[src/rtl/usb_fifo_arbiter.sv]
// Synchronous 245-style USB FIFO bus controller: drives the read/write strobes and bus turnaround,
// and round-robin arbitrates host->FPGA reads against FPGA->host writes with bounded bursts.
module usb_fifo_arbiter #(
  parameter  int FIFO_BUS_WIDTH = 4,
  parameter  int MAX_BURST      = 64,
  parameter  int CNT_WIDTH      = 32,
  localparam int DW             = FIFO_BUS_WIDTH * 8
) (
  input  logic                 usb_clk,
  input  logic                 rst_glbl,
  input  logic                 usb_rxf_n,
  input  logic                 usb_txe_n,
  input  logic [DW-1:0]        usb_data_i,
  output logic [DW-1:0]        usb_data_o,
  output logic                 usb_data_oe,
  output logic                 usb_oe_n,
  output logic                 usb_rd_n,
  output logic                 usb_wr_n,
  output logic [DW-1:0]        rx_data,
  output logic                 rx_valid,
  input  logic                 rx_afull,
  input  logic [DW-1:0]        tx_data,
  input  logic                 tx_valid,
  output logic                 tx_ready,
  output logic                 busy,
  output logic [CNT_WIDTH-1:0] rx_word_cnt,
  output logic [CNT_WIDTH-1:0] tx_word_cnt
);

  localparam int            BW        = 17;
  localparam logic [BW-1:0] BURST_MAX = BW'(MAX_BURST);

  typedef enum logic [2:0] {IDLE, RD_OE, RD, WR, TURN} state_t;
  typedef enum logic {GRANT_RD, GRANT_WR} grant_t;

  state_t        state, state_nxt;
  grant_t        last_grant, last_grant_nxt;
  logic [BW-1:0] burst_cnt, burst_nxt;
  logic          out_vld, out_vld_nxt;

  logic req_rd, req_wr, rd_xfer, accept, tx_load;

  assign req_rd   = !usb_rxf_n && !rx_afull;
  assign req_wr   = !usb_txe_n && tx_valid;
  assign rd_xfer  = (state == RD) && !usb_rd_n && !usb_rxf_n;
  assign accept   = (state == WR) && !usb_wr_n && !usb_txe_n;
  // A new word may be taken when the output slot is free or is being drained this edge,
  // and only while the burst still has room for it.
  assign tx_ready = (state == WR) && (!out_vld || accept) &&
                    ((burst_cnt + BW'(out_vld)) < BURST_MAX);
  assign tx_load  = tx_valid && tx_ready;

  // NOTE: every signal written here gets a default first, so no path through the case leaves
  // it unassigned and no latch is inferred.
  always_comb begin
    state_nxt      = state;
    burst_nxt      = burst_cnt;
    out_vld_nxt    = out_vld;
    last_grant_nxt = last_grant;
    unique case (state)
      IDLE: begin
        if (req_rd && (!req_wr || last_grant == GRANT_WR)) begin
          state_nxt      = RD_OE;
          burst_nxt      = '0;
          last_grant_nxt = GRANT_RD;
        end else if (req_wr) begin
          state_nxt      = WR;
          burst_nxt      = '0;
          last_grant_nxt = GRANT_WR;
        end
      end
      RD_OE: state_nxt = RD;
      RD: begin
        burst_nxt = burst_cnt + BW'(rd_xfer);
        if (usb_rxf_n || rx_afull || burst_nxt >= BURST_MAX) state_nxt = TURN;
      end
      WR: begin
        burst_nxt   = burst_cnt + BW'(accept);
        out_vld_nxt = tx_load || (out_vld && !accept);
        if (!out_vld_nxt && (!tx_valid || usb_txe_n || burst_nxt >= BURST_MAX))
          state_nxt = TURN;
      end
      TURN:    state_nxt = IDLE;
      default: state_nxt = IDLE;
    endcase
  end

  // NOTE: state and registered outputs use non-blocking assignments so every flop samples the
  // pre-edge values regardless of statement order.
  always_ff @(posedge usb_clk) begin
    if (rst_glbl) begin
      state       <= IDLE;
      last_grant  <= GRANT_WR;
      burst_cnt   <= '0;
      out_vld     <= 1'b0;
      usb_oe_n    <= 1'b1;
      usb_rd_n    <= 1'b1;
      usb_wr_n    <= 1'b1;
      usb_data_oe <= 1'b0;
      usb_data_o  <= '0;
      rx_data     <= '0;
      rx_valid    <= 1'b0;
      busy        <= 1'b0;
      rx_word_cnt <= '0;
      tx_word_cnt <= '0;
    end else begin
      state       <= state_nxt;
      last_grant  <= last_grant_nxt;
      burst_cnt   <= burst_nxt;
      out_vld     <= out_vld_nxt;
      // Strobes are decoded from the next state so TURN always separates driving directions.
      usb_oe_n    <= !(state_nxt == RD_OE || state_nxt == RD);
      usb_rd_n    <= !(state_nxt == RD);
      usb_data_oe <= (state_nxt == WR);
      usb_wr_n    <= !out_vld_nxt;
      busy        <= (state_nxt != IDLE);
      rx_valid    <= rd_xfer;
      if (tx_load) usb_data_o <= tx_data;
      if (rd_xfer) begin
        rx_data     <= usb_data_i;
        rx_word_cnt <= rx_word_cnt + CNT_WIDTH'(1);
      end
      if (accept) tx_word_cnt <= tx_word_cnt + CNT_WIDTH'(1);
    end
  end

endmodule

[config.mk]
export PLATFORM = sky130hd
export DESIGN_NAME = usb_fifo_arbiter
export DESIGN_NICKNAME = d
export VERILOG_FILES = /design/src/rtl/usb_fifo_arbiter.sv
export SDC_FILE = /design/constraint.sdc
export NUM_CORES = 1
export LEC_CHECK = 0
export ABC_AREA = 1
export CORE_UTILIZATION = 35
export CTS_BUF_LIST = sky130_fd_sc_hd__clkbuf_2 sky130_fd_sc_hd__clkbuf_4 sky130_fd_sc_hd__clkbuf_8
export CTS_CLUSTER_SIZE = 28
export DETAILED_ROUTE_END_ITERATION = 10
export GPL_ROUTABILITY_DRIVEN = 0
export GPL_TIMING_DRIVEN = 1
export PLACE_DENSITY = 0.66
export SYNTH_ARGS = -nofsm -noshare
export SYNTH_HDL_FRONTEND = slang
export SYNTH_SLANG_ARGS = --single-unit
[constraint.sdc]
create_clock -name usb_clk -period 3.9 [get_ports usb_clk]
set_input_delay 0.78 -clock usb_clk [delete_from_list [all_inputs] [get_ports usb_clk]]
set_output_delay 0.78 -clock usb_clk [all_outputs]
set_load 0.05 [all_outputs]
==> summary.txt, run 1 <==
PLACED DESIGN
-------------------------------------------------------------------------------------
Post-detailed-placement half-perimeter wirelength                            15700 um
Port-buffer cells                                                                 204
Placed cells                                                                     1554

WORST SETUP PATH
-------------------------------------------------------------------------------------
Worst Setup Path Type                                                    input pin to output port
Data arrival, critical path                                                   2480 ps
Type of origin of the critical path                                         input pin
Origin of the critical flop-to-flop path                                 state[2]$_SDFF_PP0_
End of the worst register-to-register path                               busy$_SDFF_PP0_
Setup slack on the worst flop-to-flop path                                    1020 ps
Number of cells on the worst reg-to-reg path                                       22
Category of the worst setup path capture point                            output port
Largest fanout of any net on the critical path                                     13
Data required time at the worst endpoint                                      3120 ps
CP Capture Point                                                             tx_ready
Beginning of the critical path                                              usb_txe_n

TIMING
-------------------------------------------------------------------------------------
Achievable Freq                                                               307 MHz
Hold violation total from the final report                                          0
Setup violation total in the final timing report                                    0
Setup TNS after final layout                                                     0 ps
Unrepaired setup endpoints after global routing                                    no
Crit path time final                                                          3260 ps
Clk_skew                                                                      18.4 ps
Max Slew Vio Count                                                                  0
Period utilization                                                              0.836
Tightest Pin Transition                                                        654 ps
Max-slew headroom at the worst pin                                              0.563

LOGIC SYNTHESIS
-------------------------------------------------------------------------------------
Portion of the post-synthesis area used by sequential elements                  0.403
Synth Register Bits                                                               156
Post-synthesis instance total                                                    1097
Share of Yosys cell area claimed by the top area cell type                      0.403
Netlist Area Pre-Place                                                   0.00776 mm^2
Post-Syn Nets                                                                    1174
Count of warnings emitted by yosys                                                  0
Top post-synthesis cells by area                                         dfxtp_1 (40%), nor2_1 (11%), nand2_1 (9.4%), inv_1 (6.6%), a211oi_2 (4.8%)
Post-Synthesis Mean Instance Area                                           7.07 um^2
Asr flop ratio synth                                                                0
Number of flops mapped to enable cells by yosys                                     0
Top_reg_cell synth                                                            dfxtp_1
Cell type with the highest aggregate area in the netlist                      dfxtp_1
Count of cell types in the netlist                                                 43

GLOBAL ROUTE
-------------------------------------------------------------------------------------
Maximum number of pins on one net before global-route repair                       65
Overall fraction of global-route tracks in use                                  0.187
Vias in the first global route                                                   6884
Overflow left after global routing                                                  0
Global-route wire length before repair                                       33600 um
Number of antenna violations at the first check in global routing                   0

CLOCK TREE
-------------------------------------------------------------------------------------
Number of post-CTS setup repair buffers                                             0
Post-cts resize count                                                               0
Number of sinks driven by the clock tree                                          156
CTS Hold Buffers Added                                                              0
Clock-pin slew of the registers on the worst-case setup and hold paths          80 ps
CTS tree                                                                        built
Clock Tree Root                                                              clkbuf_8
Source-to-sink clock delay at the later pin of the worst-skew pair             460 ps
Number of clock buffers inserted by TritonCTS                                      17
Clock H-tree levels                                                                 4
CTS max path bufs                                                                   2

FLOORPLAN
-------------------------------------------------------------------------------------
Std cell rows                                                                      54
Die boundary width                                                             151 um
Core box area                                                             0.0218 mm^2
# IOs                                                                             205
Floorplan die area                                                        0.0228 mm^2
Die Span Y                                                                     151 um
Initial core utilization                                                        0.357

WORST HOLD PATH
-------------------------------------------------------------------------------------
Type of the worst min-delay path                                         flip-flop to flip-flop
Critical hold path startpoint                                            usb_data_o[5]$_SDFFE_PP0P_

CELLS AND AREA
-------------------------------------------------------------------------------------
Fillcell total                                                                   2217
Diode count                                                                         0
Fraction of final layout cells sized beyond drive strength 1                   0.0735
Final non-filler cell total                                                      1586
Synth-to-Final Area Change                                                      34.8%
Number of nets in the layout                                                     1370

DRT
-------------------------------------------------------------------------------------
Final wirelength                                                             21300 um
Number of DRC violations after detailed routing                                     1
Initial drt markers                                                               526
Via count                                                                        7708
WL/cell                                                                       13.4 um
Routed vias/inst                                                                 4.86
Number of nets with antenna violations after routing                                0
Detailed Routing Iterations Pass 1                                                  7

OUTCOME
-------------------------------------------------------------------------------------
Result of the run                                                        complete, but fails checks
Violated checks                                                                   DRC

RUN
-------------------------------------------------------------------------------------
Number of max-cap violations                                                        0

POWER AND IR DROP
-------------------------------------------------------------------------------------
Leakage component of the power                                             0.00381 uW
Power density over the cells                                              299 mW/mm^2
Maximum vdd drop                                                             0.190 mV

-- per-layer routing --
layer | vias up | global-route usage | share of wire
li1 | 3953 | - | -
met1 | 3446 | 0.238 | 0.46
met3 | 23 | 0.0633 | 0.089
met4 | 0 | 0.0635 | 0.018
met5 | - | 0 | 0
met2 | 286 | 0.293 | 0.43
-- kinds of logic (layout without fill, tap and decap cells) --
| logic type | count (synthesis) | count (layout) | share of synthesized area |
|---|---|---|---|
| compound gates | 177 | 177 | 0.156 |
| flops | 156 | 156 | 0.403 |
| fa+ha+maj | 7 | 7 | 0.0113 |
| xor+xnor | 33 | 33 | 0.0373 |
| buf+inv | 178 | 387 | 0.0907 |
| simple gates | 546 | 546 | 0.302 |
-- cells in the mapped netlist (8+ instances only) --
library cell,n
clkbuf_1,24
o221ai_1,8
xor2_1,29
nand3_1,47
a211oi_2,30
o21ai_0,68
nand4_1,21
a21oi_1,44
nor3_1,32
nor2_1,219
inv_1,137
nand2_1,194
dfxtp_1,156
-- worst min-delay path by stage --
| stage | endpoint | depth (start not counted) |
|---|---|---|
| after detailed placement | usb_data_o[5]$_SDFFE_PP0P_ | 2 |
| final | usb_data_o[5]$_SDFFE_PP0P_ | 2 |
| after global routing | usb_data_o[10]$_SDFFE_PP0P_ | 2 |
| after floorplan | last_grant$_SDFFE_PP1P_ | 2 |
| after CTS | usb_data_o[5]$_SDFFE_PP0P_ | 2 |
| after global placement | usb_data_o[5]$_SDFFE_PP0P_ | 2 |
-- layout make-up --
type                            instances  area (um^2)  share of cell area
Clock buffer                           18          248              0.0237
Clock inverter                         14          128              0.0122
Inverter                              141          529              0.0506
Multi-Input combinational cell        763         3940               0.377
Sequential cell                       156         3120               0.299
Tap cell                              280          350              0.0335
Timing Repair Buffer                  214         2140               0.204
-- cell usage in the layout, fill, tap and decap left out, drive strengths merged, types with 2 or more instances in the layout --
master and count:
nand3b 2, nand4 22, nor3 34, inv 147, clkinv 8, o211ai 2
nor3b 4, nand3 47, o21ai 70, ha 7, o21a 4, dfxtp 156
nor2 229, a211oi 35, xnor2 4, buf 12, clkdlybuf4s50 202, o221ai 8
a21oi 44, o22ai 2, a22oi 4, xor2 29, a221oi 2, nor4 7
clkbuf 18, nand2 199, a311oi 2
-- state kept, by name (all words and copies together) (netlist names) --
signal       cells
usb_data_o      32
rx_word_cnt     32
burst_cnt       17
tx_word_cnt     32
state            3
last_grant       1
rx_valid         1
rx_data         32
usb_rd_n         1
usb_wr_n         1
out_vld          1
usb_oe_n         1
usb_data_oe      1
busy             1
-- stage by stage --
stage,worst slack (ps),utilization,hold WS [ps],cell area [um^2],total power [uW]
floorplan,806,-,443,7760,1850
CTS,627,0.481,467,10500,3180
finish,640,0.481,464,10500,3130
global route,523,0.481,485,10500,3270
detailed placement,522,0.463,450,10100,1990
global placement,556,0.463,445,10100,1990
-- worst max-delay path: stages --
cell and delay (ps):
clkdlybuf4s50_1 430, nor2_1 130, nand2_2 80, buf_4 200
nand2_1 140, nand2_1 60, nor2_1 80, nand2_1 70
nor2_2 150, and3_1 220, buf_12 140
-- where the power goes --
group | internal [uW] | leakage (uW) | total (uW) | switching (uW)
Sequential | 1610 | 0.00126 | 1630 | 12.2
Combinational | 132 | 0.00236 | 327 | 194
Clock | 484 | 0.000196 | 1170 | 688
Total | 2230 | 0.00381 | 3130 | 895
No activity file was read; power rests on OpenSTA's default activity.
==> run 2: changes to the inputs <==
- clock period: 3.9 -> 3.2 ns (I/O delays scaled with it)
==> run 2 against run 1 <==
Compared with the run above: the run now ends clean; non-clock buffer count increased by 3; hold slack got worse by 1.1 ps; critical path depth decreased by 1; combinational power increased by 23%; sequential share of layout area decreased by 0.21 points; global-route usage increased by 0.17 points; flip-flop and latch count unchanged; count of clock-buffer cells in the layout unchanged; clock skew increased by 3.5 ps; routed wire length increased by 0.87%; setup slack got worse by 430 ps; cell count increased by 0.19%; largest cell class unchanged; highest routed layer unchanged.
==> summary.txt, run 2 (synthesis gave the netlist of run 1 again) <==
OUTCOME
-------------------------------------------------------------------------------------
Result of the run                                                        finished clean

CLOCK TREE
-------------------------------------------------------------------------------------
CTS max path bufs                                                                   2
Number of post-CTS setup repair buffers                                             0
Number of clock buffers inserted by TritonCTS                                      17
Source-to-sink clock delay at the later pin of the worst-skew pair             460 ps
CTS Hold Buffers Added                                                              0
Clock H-tree levels                                                                 4
Clock-pin slew of the registers on the worst-case setup and hold paths         100 ps
Number of sinks driven by the clock tree                                          156
Post-cts resize count                                                               0
CTS tree                                                                        built
Clock Tree Root                                                              clkbuf_8

CELLS AND AREA
-------------------------------------------------------------------------------------
Number of nets in the layout                                                     1373
Most frequent cells in the layout                                        nor2_1 (218), clkdlybuf4s50_1 (202), nand2_1 (194), dfxtp_1 (155), inv_1 (137)
Diode count                                                                         0
Fraction of final layout cells sized beyond drive strength 1                   0.0772
Final standard cell utilization of the core                                     0.484
Most common cell after layout, fill and taps aside                             nor2_1
Fillcell total                                                                   2143
Synth-to-Final Area Change                                                      35.8%

GLOBAL ROUTE
-------------------------------------------------------------------------------------
Overall fraction of global-route tracks in use                                  0.188
Overflow left after global routing                                                  0
Maximum number of pins on one net before global-route repair                       66
Global-route wire length before repair                                       33900 um
Vias in the first global route                                                   6963
Number of antenna violations at the first check in global routing                   0
Top Usage Layer GRT                                                              met2
Met3 track demand over resource in global routing                              0.0587
Global routing usage on met2                                                    0.294
GR Layer Usage met1                                                             0.243

DRT
-------------------------------------------------------------------------------------
Via count                                                                        7718
WL/cell                                                                       13.5 um
Final wirelength                                                             21500 um
Number of DRC violations after detailed routing                                     0
Initial drt markers                                                               385
Detailed Routing Iterations Pass 1                                                  5
Routed vias/inst                                                                 4.86
Number of nets with antenna violations after routing                                0

TIMING
-------------------------------------------------------------------------------------
Tightest Pin Transition                                                        743 ps
Unrepaired setup endpoints after global routing                                    no
Max Slew Vio Count                                                                  0
Hold violation total from the final report                                          0
Period utilization                                                              0.935
Crit path time final                                                          2990 ps
Setup TNS after final layout                                                     0 ps
Setup violation total in the final timing report                                    0
Max-slew headroom at the worst pin                                              0.504
Achievable Freq                                                               334 MHz
Worst hold margin                                                              462 ps
Clk_skew                                                                      21.9 ps

WORST SETUP PATH
-------------------------------------------------------------------------------------
Worst Setup Path Type                                                    flip-flop to output port
Setup slack on the worst flop-to-flop path                                     560 ps
CP max stage cell                                                             dfxtp_1
Largest fanout of any net on the critical path                                      6
Crit path largest cell delay                                                   520 ps
Ordered list of cells on the worst path                                  nand2_1 > nor2_2 > nand2_1 > nor2_1 > nand2_1 > nand2_1 > nand2_1 > nor2_1 > and3_1 > buf_12
Category of the worst setup path capture point                            output port
CP top delay family                                                      simple AND/OR/NAND/NOR gates
Cell occurring most often along the worst timing path                         nand2_1
Data required time at the worst endpoint                                      2560 ps
Data arrival, critical path                                                   2350 ps
Type of origin of the critical path                                         flip-flop
Buffers & Inverters on Critical Path                                                1

FLOORPLAN
-------------------------------------------------------------------------------------
Initial core utilization                                                        0.357
Std cell rows                                                                      54
Die boundary width                                                             151 um
Floorplan die area                                                        0.0228 mm^2
Core box area                                                             0.0218 mm^2
Die Span Y                                                                     151 um
# IOs                                                                             205

POWER AND IR DROP
-------------------------------------------------------------------------------------
Power density over the cells                                              373 mW/mm^2
Maximum vdd drop                                                             0.213 mV
Leakage component of the power                                             0.00384 uW

PLACED DESIGN
-------------------------------------------------------------------------------------
Post-detailed-placement half-perimeter wirelength                            15700 um
Port-buffer cells                                                                 204

WORST HOLD PATH
-------------------------------------------------------------------------------------
Type of the worst min-delay path                                         flip-flop to flip-flop

RUN
-------------------------------------------------------------------------------------
Number of max-cap violations                                                        0

[run 2: worst reg2reg max path, delay by kind of cell (launching register included)]
family / cells / cell delay (ps)
simple gates: 13 / 1300
buf+inv: 2 / 200
fa+ha+maj: 2 / 420
flops: 1 / 400
xor+xnor: 1 / 200
[run 2: final timing paths]
kind | startpoint | endpoint | depth (start not counted)
min reg2reg | usb_data_o[6]$_SDFFE_PP0P_ | usb_data_o[6]$_SDFFE_PP0P_ | 2
max reg2reg | state[1]$_SDFF_PP0_ | busy$_SDFF_PP0_ | 18
max | burst_cnt[7]$_SDFFE_PP0P_ | tx_ready | 10
min | usb_data_o[6]$_SDFFE_PP0P_ | usb_data_o[6]$_SDFFE_PP0P_ | 2
[run 2: cell type report]
cell class                      instances  area, um^2  area share
Inverter                              141         529      0.0503
Multi-Input combinational cell        763        3940       0.374
Sequential cell                       156        3120       0.297
Timing Repair Buffer                  217        2170       0.206
Clock buffer                           18         241      0.0229
Tap cell                              280         350      0.0333
Clock inverter                         14         173      0.0164
[run 2: per-stage QoR]
stage / instances / setup WS, ps / area, um^2 / power [uW]
6_report: 1589 / 209 / 10500 / 3930
5_1_grt: 1589 / 0.196 / 10500 / 4110
4_1_cts: 1589 / 138 / 10500 / 4000
3_5_place_dp: 1557 / 29.2 / 10100 / 2430
3_3_place_gp: 1557 / 124 / 10100 / 2430
2_1_floorplan: 1097 / 246 / 7760 / 2250
[run 2: metal layers]
layer | vias up | share of wire
met4 | 0 | 0.016
li1 | 3970 | -
met2 | 269 | 0.43
met1 | 3456 | 0.46
met5 | - | 0
met3 | 23 | 0.091
[run 2: power breakdown]
part           switching [uW]  total [uW]  internal, uW
registers                15.3        1980          1970
clock network             874        1550           672
logic                     239         403           164
total                    1130        3930          2800
